<file path="src/rtl/unary_div_src.sv">
// Unary bitstream source for a stochastic divider: converts binary dividend/divisor
// into LFSR-compared and counter-compared unary streams plus the divider's random number.
module unary_div_src #(
    parameter int       DEP    = 5,
    parameter [DEP-1:0] SEED_A = 5'h01,
    parameter [DEP-1:0] SEED_B = 5'h15
) (
    input  logic           clk,
    input  logic           rst_n,
    input  logic           start,
    input  logic           en,
    input  logic [DEP-1:0] dividend_bin,
    input  logic [DEP-1:0] divisor_bin,
    output logic           dividend,
    output logic           divisor,
    output logic [DEP-1:0] randNum,
    output logic           valid,
    output logic           last,
    output logic           busy,
    output logic           done
);

    localparam logic [1:0] IDLE = 2'd0;
    localparam logic [1:0] RUN  = 2'd1;
    localparam logic [1:0] DONE = 2'd2;

    localparam logic [DEP-1:0] ONE      = {{(DEP-1){1'b0}}, 1'b1};
    localparam logic [DEP-1:0] SA       = (SEED_A == '0) ? ONE : SEED_A;
    localparam logic [DEP-1:0] SB       = (SEED_B == '0) ? ONE : SEED_B;
    localparam logic [DEP:0]   CNT_LAST = {1'b0, {DEP{1'b1}}};

    // Maximal-length tap masks, one per supported width
    localparam logic [7:0] TAPS = (DEP == 4) ? 8'h0C :
                                  (DEP == 5) ? 8'h14 :
                                  (DEP == 6) ? 8'h30 :
                                  (DEP == 7) ? 8'h60 : 8'hB8;
    localparam logic [DEP-1:0] TAP_MASK = TAPS[DEP-1:0];

    logic [1:0]     state;
    logic [DEP-1:0] op_a;
    logic [DEP-1:0] op_b;
    logic [DEP-1:0] lfsr_a;
    logic [DEP-1:0] lfsr_b;
    logic [DEP:0]   cnt;
    logic [DEP-1:0] cnt_rev;
    logic           fb_a;
    logic           fb_b;
    logic           at_last;

    assign fb_a    = ^(lfsr_a & TAP_MASK);
    assign fb_b    = ^(lfsr_b & TAP_MASK);
    assign at_last = (cnt == CNT_LAST);

    always_comb begin
        cnt_rev = '0;
        for (int unsigned i = 0; i < DEP; i++) begin
            cnt_rev[i] = cnt[DEP-1-i];
        end
    end

    always_ff @(posedge clk or negedge rst_n) begin
        if (!rst_n) begin
            state  <= IDLE;
            op_a   <= '0;
            op_b   <= '0;
            cnt    <= '0;
            lfsr_a <= SA;
            lfsr_b <= SB;
        end else begin
            case (state)
                IDLE: begin
                    if (start) begin
                        op_a   <= dividend_bin;
                        op_b   <= divisor_bin;
                        lfsr_a <= SA;
                        lfsr_b <= SB;
                        cnt    <= '0;
                        state  <= RUN;
                    end
                end
                RUN: begin
                    if (en) begin
                        lfsr_a <= {lfsr_a[DEP-2:0], fb_a};
                        lfsr_b <= {lfsr_b[DEP-2:0], fb_b};
                        cnt    <= cnt + 1'b1;
                        if (at_last) begin
                            state <= DONE;
                        end
                    end
                end
                DONE:    state <= IDLE;
                default: state <= IDLE;
            endcase
        end
    end

    // Stream bits stay decoded from held state during a stall; only valid drops
    always_comb begin
        dividend = 1'b0;
        divisor  = 1'b0;
        randNum  = '0;
        valid    = 1'b0;
        last     = 1'b0;
        busy     = 1'b0;
        done     = 1'b0;
        case (state)
            RUN: begin
                busy     = 1'b1;
                valid    = en;
                dividend = (op_a > lfsr_a);
                divisor  = (op_b > cnt_rev);
                randNum  = lfsr_b;
                last     = en && at_last;
            end
            DONE:    done = 1'b1;
            default: ;
        endcase
    end

endmodule

</file>
<file path="config.mk">
export PLATFORM = sky130hd
export DESIGN_NAME = unary_div_src
export DESIGN_NICKNAME = d
export VERILOG_FILES = /design/src/rtl/unary_div_src.sv
export SDC_FILE = /design/constraint.sdc
export NUM_CORES = 1
export LEC_CHECK = 0
export ABC_AREA = 1
export BUFFER_PORTS_ARGS = -buffer_cell sky130_fd_sc_hd__buf_4
export CORE_ASPECT_RATIO = 1.1
export CORE_MARGIN = 5
export CORE_UTILIZATION = 30
export CTS_CLUSTER_DIAMETER = 30
export DETAILED_ROUTE_END_ITERATION = 10
export PLACE_DENSITY = 0.47
export SLEW_MARGIN = 20
export SYNTH_ARGS = -nofsm -noshare
export SYNTH_HDL_FRONTEND = slang
export SYNTH_SLANG_ARGS = --single-unit
</file>
<file path="constraint.sdc">
create_clock -name clk -period 3.2 [get_ports clk]
set_input_delay 0.16 -clock clk [delete_from_list [all_inputs] [get_ports clk]]
set_output_delay 0.16 -clock clk [all_outputs]
set_load 0.01 [all_outputs]
</file>
==> impl_metrics.prom, run 1 <==
# TYPE chip_impl_metric gauge
chip_impl_info{name="status",value="finished, final reports clean"} 1
chip_impl_metric{name="critPathArrivalTime",unit="ps"} 1660
chip_impl_metric{name="gp_routability_congestion",unit=""} 0.751
chip_impl_metric{name="layout.area.seq",unit="um^2"} 706
chip_impl_metric{name="stdcell_area",unit="mm^2"} 0.00177
chip_impl_metric{name="yosys_top_cell_area_share",unit="%"} 40.4
chip_impl_metric{name="avgViaCountPerCell",unit=""} 4.84
chip_impl_metric{name="grt_antenna_before_repair",unit=""} 0
chip_impl_metric{name="drv.max_cap_violation_count",unit=""} 0
chip_impl_metric{name="global_route.overflow_total",unit=""} 0
chip_impl_metric{name="finalWorstSetupSlack",unit="ps"} 1380
chip_impl_metric{name="design.core.area",unit="mm^2"} 0.00472
chip_impl_metric{name="gate_count_after_technology_mapping",unit=""} 154
chip_impl_metric{name="asyncSetResetFlopFracSynth",unit="%"} 100
chip_impl_metric{name="routed_wire_length_per_instance",unit="um"} 13.0
chip_impl_info{name="timing.critical_path.to_type",value="primary output"} 1
chip_impl_metric{name="antennaDiodeCount",unit=""} 0
chip_impl_info{name="grt_setup_unrepaired",value="false"} 1
chip_impl_metric{name="chipHeight",unit="um"} 83.8
chip_impl_metric{name="die-width",unit="um"} 77.1
chip_impl_metric{name="port-buffer-count",unit=""} 24
chip_impl_metric{name="grt_max_degree",unit=""} 29
chip_impl_metric{name="floorplan.initialDensity",unit="%"} 31.5
chip_impl_metric{name="layout_worst_path_cycle_share",unit="%"} 56.9
chip_impl_metric{name="grt_pass1_vias",unit=""} 1206
chip_impl_info{name="cts-root-buf",value="clkbuf_8"} 1
chip_impl_metric{name="critical_path_required",unit="ps"} 3040
chip_impl_metric{name="num-nets-final",unit=""} 206
chip_impl_metric{name="initialDrtViolationCount",unit=""} 46
chip_impl_info{name="most-common-layout-cells",value="dfrtp_1 (24), buf_4 (24), nand2_1 (21)"} 1
chip_impl_metric{name="fp-row-count",unit=""} 26
chip_impl_metric{name="synth.yosys.seq_area_share",unit="%"} 47.5
chip_impl_info{name="cp_slowest_cell",value="dfrtp_1"} 1
chip_impl_info{name="sequence_of_cells_on_the_critical_path",value="inv_1 > ha_1 > a21oi_1 > o21ai_0 > o21a_1 > buf_4"} 1
chip_impl_metric{name="die_area",unit="mm^2"} 0.00646
chip_impl_metric{name="fin_skew",unit="ps"} 8.11
chip_impl_metric{name="crit_path_max_fanout",unit=""} 6
chip_impl_metric{name="critical_path.n_buffers_inverters",unit=""} 2
chip_impl_metric{name="clk-insertion-delay-late",unit="ps"} 280
chip_impl_metric{name="fmax",unit="GHz"} 0.550
chip_impl_metric{name="synthesis.area",unit="mm^2"} 0.00149
chip_impl_metric{name="remaining_drc_errors",unit=""} 0
chip_impl_metric{name="fillers",unit=""} 487
chip_impl_info{name="start_kind",value="register"} 1
chip_impl_metric{name="drive_gt1_share",unit="%"} 27.8
chip_impl_metric{name="cts_clk_pin_slew_worst_paths",unit="ps"} 100
chip_impl_metric{name="max-clock-path-buffers",unit=""} 2
chip_impl_info{name="synth_top_flop_cell",value="dfrtp_1"} 1
chip_impl_metric{name="max-vdd-ir-drop",unit="mV"} 0.337
chip_impl_metric{name="place_ws",unit="ps"} 1690
chip_impl_metric{name="report.final.setup_viol",unit=""} 0
chip_impl_metric{name="drt_pre_antenna_iters",unit=""} 4
chip_impl_metric{name="ioPinCount",unit=""} 25
chip_impl_metric{name="wire_length_of_the_first_global_routing_pass",unit="um"} 5570
chip_impl_metric{name="ys_ff_latch",unit=""} 28
chip_impl_metric{name="synthesis.area_per_instance",unit="um^2"} 9.65
chip_impl_metric{name="drt.antenna.violating_nets",unit=""} 0
chip_impl_metric{name="synth-edff-count",unit=""} 0
chip_impl_metric{name="placed_cell_area",unit="mm^2"} 0.00171
chip_impl_metric{name="max-slew-margin-rel",unit="%"} 74.8
chip_impl_metric{name="timing.final.hold_violations",unit=""} 0
chip_impl_metric{name="yosys_warnings",unit=""} 0
chip_impl_metric{name="tns",unit="ps"} 0
chip_impl_metric{name="report.final.slew_viol_count",unit=""} 0
chip_impl_metric{name="synth_nets",unit=""} 179
chip_impl_metric{name="ys_types",unit=""} 26
chip_impl_metric{name="track_usage",unit="%"} 10.5
chip_impl_info{name="synth.top_cells.by_area",value="dfrtp_1 (40%), ha_1 (9.3%), dfstp_2 (7.1%)"} 1
chip_impl_metric{name="multiInputGateArea",unit="um^2"} 671
chip_impl_info{name="yosys.area.top_type",value="dfrtp_1"} 1
chip_impl_info{name="cp_top_family",value="flip-flops"} 1
chip_impl_metric{name="totalPowerFinal",unit="mW"} 1.37
chip_impl_info{name="clock_tree_from_tritoncts",value="built"} 1
chip_impl_metric{name="fin_crit",unit="ps"} 1820
chip_impl_metric{name="tightest_slew",unit="ps"} 378
chip_impl_metric{name="areaGrowthSynthToFinish",unit="%"} 19.1
chip_impl_info{name="setup.worst_path.class",value="register to primary output"} 1
chip_impl_metric{name="detailed_place_hpwl",unit="um"} 2280
chip_impl_metric{name="clkSinkCount",unit=""} 28
chip_impl_metric{name="power.static_leakage",unit="nW"} 0.884
chip_impl_metric{name="worst_path_largest_cell_delay",unit="ps"} 440
chip_impl_metric{name="cts_inserted_buffers",unit=""} 3
chip_impl_metric{name="cts.htree.levels",unit=""} 1
chip_impl_metric{name="routed_wirelength",unit="um"} 3060
chip_impl_metric{name="route.vias.total",unit=""} 1142
chip_impl_info{name="hold_path_class",value="input port to register"} 1
chip_impl_metric{name="power.density",unit="mW/mm^2"} 775
-- registers in the layout (all words and copies together), names as in the netlist --
register	count
cnt	6
lfsr_a	5
lfsr_b	5
op_a	5
op_b	5
state	2
-- worst register-to-register path, delay by kind of cell, from the launching register on --
kind,cells,cell delay (ps)
flops,1,420
buf+inv,2,210
simple gates,2,490
compound gates,1,160
-- logic make-up (layout without fill, tap and decap cells) --
kind of cell | count (synthesis) | in the layout | synth area share [%]
DFF | 28 | 28 | 47.5
AOI/OAI and AO/OA | 25 | 25 | 9.85
buffers and inverters | 24 | 50 | 7.41
xor gates and xnor gates | 2 | 2 | 1.18
and+or+nand+nor | 56 | 56 | 18.0
muxes | 8 | 8 | 6.82
adders and majority gates | 11 | 11 | 9.26
-- Yosys cell counts, drive strengths merged (3+ instances only) --
| cell | number |
|---|---|
| nand2 | 24 |
| mux2 | 8 |
| o21ai | 8 |
| inv | 21 |
| dfrtp | 24 |
| o22ai | 4 |
| nor2 | 20 |
| nand3 | 6 |
| dfstp | 4 |
| a22oi | 4 |
| buf | 3 |
| ha | 11 |
| nand4 | 4 |
| a21oi | 8 |
-- final timing paths --
kind                            depth (start not counted)  slack (ps)            start        end
worst max-delay path                                    6        1380           cnt[0]    divisor
worst min-delay path                                    2         100  dividend_bin[2]    op_a[2]
worst max register to register                          5        1840         state[0]  lfsr_b[0]
worst min register to register                          2         500        lfsr_b[0]  lfsr_b[0]
max in group asynchronous                               2        2540            rst_n  lfsr_b[0]
min in group asynchronous                               2         330            rst_n    op_a[3]
-- repair_timing --
| item | 4_1_cts | 5_1_grt |
|---|---|---|
| hold buffers | 1 | 0 |
| setup buffers | 0 | 0 |
| resized for setup | 0 | 0 |
| hold endpoints to repair | 24 | 0 |
-- power breakdown --
| group | leakage [nW] | internal (mW) | switching (mW) |
|---|---|---|---|
| combinational | 0.522 | 0.272 | 0.298 |
| sequential | 0.333 | 0.489 | 0.0877 |
| clock | 0.0288 | 0.110 | 0.114 |
-- routing by layer --
layer | GRT usage (%) | part of all wire, % | wire, um | vias to the layer above
met3 | 2.38 | 4.9 | 149 | 4
met1 | 13.2 | 46 | 1400 | 535
met4 | 4.22 | 1.7 | 53 | 0
li1 | - | - | - | 571
met2 | 17.4 | 48 | 1460 | 32
met5 | 0 | 0 | 0 | -
-- final cells by class --
class | count | area share (%)
clock buffer | 4 | 3.11
tap | 56 | 3.96
sequential | 28 | 39.9
multi-input combinational | 102 | 37.9
timing repair buffer | 25 | 10.7
inverter | 21 | 4.45
-- metrics by stage --
| stage | hold WS [ps] | utilization, % | instances |
|---|---|---|---|
| 6_report | 102 | 37.5 | 236 |
| 5_1_grt | 96.5 | 37.5 | 236 |
| 4_1_cts | 99.8 | 37.5 | 236 |
| 3_5_place_dp | 108 | 36.2 | 231 |
| 3_3_place_gp | 102 | 36.2 | 231 |
| 2_1_floorplan | -136 | - | 154 |
Note: power is estimated with default switching activity, not from simulation.
==> run 2: changes to the inputs <==
- ABC_AREA: 1 -> 0
- PLACE_DENSITY: 0.47 -> 0.49
- clock period: 3.2 -> 1.5 ns (I/O delays scaled with it)
==> run 2 against run 1 <==
The flow now finishes with violations (setup timing); die area fell by 0.15%; clock skew fell by 5.8 ps; non-clock buffer count rose by 24; global-route usage barely moved; register-to-register slack got worse by 1800 ps; sequential cell count did not move; synthesized cell count fell by 3.2%; routed wire length rose by 14%; hold slack got worse by 90 ps; cell area rose by 21%; via count rose by 7.9%; critical endpoint is now dividend; largest cell class is now multi-input combinational cells.
==> impl_metrics.prom, run 2 <==
# TYPE chip_impl_metric gauge
chip_impl_info{name="status",value="finished with violations"} 1
chip_impl_info{name="violations",value="setup timing"} 1
chip_impl_metric{name="gp_routability_congestion",unit=""} 0.790
chip_impl_metric{name="worst_path_largest_cell_delay",unit="ps"} 420
chip_impl_metric{name="critical_path_required",unit="ps"} 1420
chip_impl_metric{name="antennaDiodeCount",unit=""} 0
chip_impl_info{name="sequence_of_cells_on_the_critical_path",value="ha_4 > nor2b_4 > o211ai_1 > a211oi_2 > buf_4"} 1
chip_impl_metric{name="routed_wirelength",unit="um"} 3480
chip_impl_metric{name="port-buffer-count",unit=""} 24
chip_impl_metric{name="rrSetupSlack",unit="ps"} 80
chip_impl_metric{name="synth.yosys.seq_area_share",unit="%"} 47.6
chip_impl_info{name="regMostFlops",value="cnt"} 1
chip_impl_metric{name="cts_inserted_buffers",unit=""} 3
chip_impl_metric{name="power.static_leakage",unit="nW"} 0.985
chip_impl_metric{name="clkSinkCount",unit=""} 28
chip_impl_info{name="start_kind",value="register"} 1
chip_impl_info{name="setup.worst_path.class",value="register to primary output"} 1
chip_impl_metric{name="initialDrtViolationCount",unit=""} 48
chip_impl_metric{name="place_ws",unit="ps"} 55.3
chip_impl_metric{name="yosys_top_cell_area_share",unit="%"} 40.5
chip_impl_metric{name="crit_path_max_fanout",unit=""} 2
chip_impl_info{name="rr_endpoint",value="cnt[5]"} 1
chip_impl_metric{name="die_area",unit="mm^2"} 0.00645
chip_impl_metric{name="cts.htree.levels",unit=""} 1
chip_impl_info{name="synth.top_cells.by_area",value="dfrtp_1 (40%), ha_1 (9.3%), nand2_1 (8.6%)"} 1
chip_impl_metric{name="ioPinCount",unit=""} 25
chip_impl_metric{name="critPathArrivalTime",unit="ps"} 1520
chip_impl_metric{name="drt_pre_antenna_iters",unit=""} 4
chip_impl_metric{name="hold-path-cell-count",unit=""} 3
chip_impl_metric{name="fin_skew",unit="ps"} 2.28
chip_impl_metric{name="fin_crit",unit="ps"} 1590
chip_impl_info{name="yosys.area.top_type",value="dfrtp_1"} 1
chip_impl_metric{name="drv.max_cap_violation_count",unit=""} 0
chip_impl_metric{name="global_route.overflow_total",unit=""} 0
chip_impl_metric{name="worst_hold_slack",unit="ps"} 12.2
chip_impl_metric{name="synthesis.area_per_instance",unit="um^2"} 9.96
chip_impl_metric{name="grt_max_degree",unit=""} 29
chip_impl_info{name="reg2reg_from",value="state[1]"} 1
chip_impl_metric{name="design.core.area",unit="mm^2"} 0.00472
chip_impl_metric{name="grt_pass1_vias",unit=""} 1246
chip_impl_metric{name="detailed_place_hpwl",unit="um"} 2450
chip_impl_metric{name="areaGrowthSynthToFinish",unit="%"} 44.2
chip_impl_metric{name="stdcell_area",unit="mm^2"} 0.00214
chip_impl_metric{name="chipHeight",unit="um"} 83.8
chip_impl_info{name="hold_path_class",value="input port to register"} 1
chip_impl_metric{name="route.vias.total",unit=""} 1232
chip_impl_info{name="most-common-layout-cells",value="buf_4 (38), nand2_1 (32), dfrtp_1 (22)"} 1
chip_impl_metric{name="fillers",unit=""} 447
chip_impl_metric{name="report.final.slew_viol_count",unit=""} 0
chip_impl_metric{name="finalWorstSetupSlack",unit="ps"} -94.8
chip_impl_info{name="synthMostInstantiatedCell",value="nand2_1"} 1
chip_impl_metric{name="routed_wire_length_per_instance",unit="um"} 13.7
chip_impl_info{name="timing.critical_path.to_type",value="primary output"} 1
chip_impl_info{name="grt_setup_unrepaired",value="true"} 1
chip_impl_metric{name="yosys_warnings",unit=""} 0
chip_impl_metric{name="drt.antenna.violating_nets",unit=""} 0
chip_impl_metric{name="synth-edff-count",unit=""} 0
chip_impl_info{name="min_from",value="dividend_bin[0]"} 1
chip_impl_metric{name="wire_length_of_the_first_global_routing_pass",unit="um"} 5690
chip_impl_metric{name="layout_worst_path_cycle_share",unit="%"} 106
chip_impl_metric{name="floorplan.initialDensity",unit="%"} 31.5
chip_impl_metric{name="placed_cell_area",unit="mm^2"} 0.00179
chip_impl_metric{name="timing.final.hold_violations",unit=""} 0
chip_impl_metric{name="track_usage",unit="%"} 10.5
chip_impl_metric{name="report.final.setup_viol",unit=""} 2
chip_impl_info{name="clock_tree_from_tritoncts",value="built"} 1
chip_impl_info{name="cts-root-buf",value="clkbuf_8"} 1
chip_impl_metric{name="max-clock-path-buffers",unit=""} 2
chip_impl_info{name="leading_cell_type_in_the_layout_fill_and_taps_excluded",value="buf_4"} 1
chip_impl_info{name="synth_top_flop_cell",value="dfrtp_1"} 1
chip_impl_metric{name="clk-insertion-delay-late",unit="ps"} 270
chip_impl_metric{name="tightest_slew",unit="ps"} 372
chip_impl_info{name="cp_slowest_cell",value="dfrtp_1"} 1
chip_impl_metric{name="gate_count_after_technology_mapping",unit=""} 149
chip_impl_metric{name="asyncSetResetFlopFracSynth",unit="%"} 100
chip_impl_metric{name="synthesis.area",unit="mm^2"} 0.00148
chip_impl_info{name="synthTopCellsByCount",value="nand2_1 (34), dfrtp_1 (24), inv_1 (12), ha_1 (11), o21ai_0 (6)"} 1
chip_impl_info{name="worst_hold_path.endpoint",value="op_a[0]"} 1
chip_impl_metric{name="rr_worst_depth",unit=""} 4
chip_impl_metric{name="num-nets-final",unit=""} 225
chip_impl_metric{name="max-vdd-ir-drop",unit="mV"} 0.754
chip_impl_metric{name="largest_reg_flops",unit=""} 6
chip_impl_metric{name="ys_types",unit=""} 37
chip_impl_metric{name="grt_antenna_before_repair",unit=""} 0
chip_impl_metric{name="die-width",unit="um"} 77.1
chip_impl_metric{name="cts_clk_pin_slew_worst_paths",unit="ps"} 100
chip_impl_metric{name="power.density",unit="mW/mm^2"} 1740
chip_impl_metric{name="ys_ff_latch",unit=""} 28
chip_impl_metric{name="drive_gt1_share",unit="%"} 39.7
chip_impl_metric{name="synth_nets",unit=""} 174
chip_impl_metric{name="fp-row-count",unit=""} 26
chip_impl_metric{name="remaining_drc_errors",unit=""} 0
chip_impl_metric{name="avgViaCountPerCell",unit=""} 4.83
chip_impl_metric{name="max-slew-margin-rel",unit="%"} 75.2
chip_impl_metric{name="fmax",unit="GHz"} 0.627
-- run 2: worst max-delay path, delay by kind of cell (launching register included) --
family          cells  cell delay [ps]
flops               1              420
fa+ha+maj           1              280
compound gates      2              280
buf+inv             1              150
simple gates        1              120
-- run 2: cell families (layout without fill, tap and decap cells) --
| logic type | Yosys count | after routing | share of synthesized area, % |
|---|---|---|---|
| muxes | 4 | 4 | 2.87 |
| AOI/OAI and AO/OA | 28 | 28 | 13.7 |
| DFF | 28 | 28 | 47.6 |
| adders and majority gates | 11 | 11 | 9.27 |
| xor gates and xnor gates | 2 | 2 | 1.18 |
| buffers and inverters | 16 | 66 | 4.81 |
| and+or+nand+nor | 60 | 60 | 20.7 |
-- run 2: repair_timing --
action                                 4_1_cts  5_1_grt
hold buffers                                10        0
setup endpoints to repair                    9       11
gates resized for setup                     13       17
pin swaps                                    3        2
buffers inserted                             3        2
endpoints found under the hold margin       33        0
-- run 2: how the worst max path moves through the flow --
| stage | from | slack (ps) | end | depth (start not counted) |
|---|---|---|---|---|
| 3_5_place_dp | state[1] | 60 | lfsr_b[3] | 4 |
| 4_1_cts | op_a[1] | -130 | dividend | 5 |
| 2_1_floorplan | state[0] | 80 | lfsr_b[1] | 3 |
| 6_report | op_a[1] | -90 | dividend | 5 |
| 3_3_place_gp | state[1] | 100 | lfsr_b[3] | 3 |
| 5_1_grt | cnt[3] | -210 | divisor | 6 |
-- run 2: per-layer routing --
| layer | vias up | global-route usage [%] | part of all wire (%) |
|---|---|---|---|
| met5 | - | 0 | 0 |
| met4 | 0 | 2.34 | 0.55 |
| met3 | 2 | 1.94 | 3.1 |
| met2 | 15 | 18.3 | 51 |
| met1 | 602 | 13.4 | 46 |
| li1 | 613 | - | - |
-- run 2: where the power goes --
part	internal (mW)	switching [mW]	total, mW
clock network	0.235	0.238	0.473
logic	1.08	0.862	1.94
registers	1.08	0.221	1.30
total	2.39	1.32	3.71
-- run 2: layout make-up --
cell class	instances	area, um^2	share of cell area [%]
flip-flops and latches	28	708	33.1
multi-input cells	105	860	40.2
inverters	13	50.0	2.34
clock buffers	4	55.1	2.57
well taps	56	70.1	3.27
repair buffers	49	397	18.5
-- run 2: stage by stage --
stage | setup TNS [ps] | util (%) | power [mW] | cells
after floorplan | 0 | - | 2.21 | 149
after global placement | 0 | 37.9 | 2.73 | 236
after detailed placement | 0 | 37.9 | 2.78 | 236
after CTS | -252 | 43.1 | 3.44 | 253
after global routing | -377 | 45.4 | 4.01 | 255
final | -184 | 45.4 | 3.71 | 255
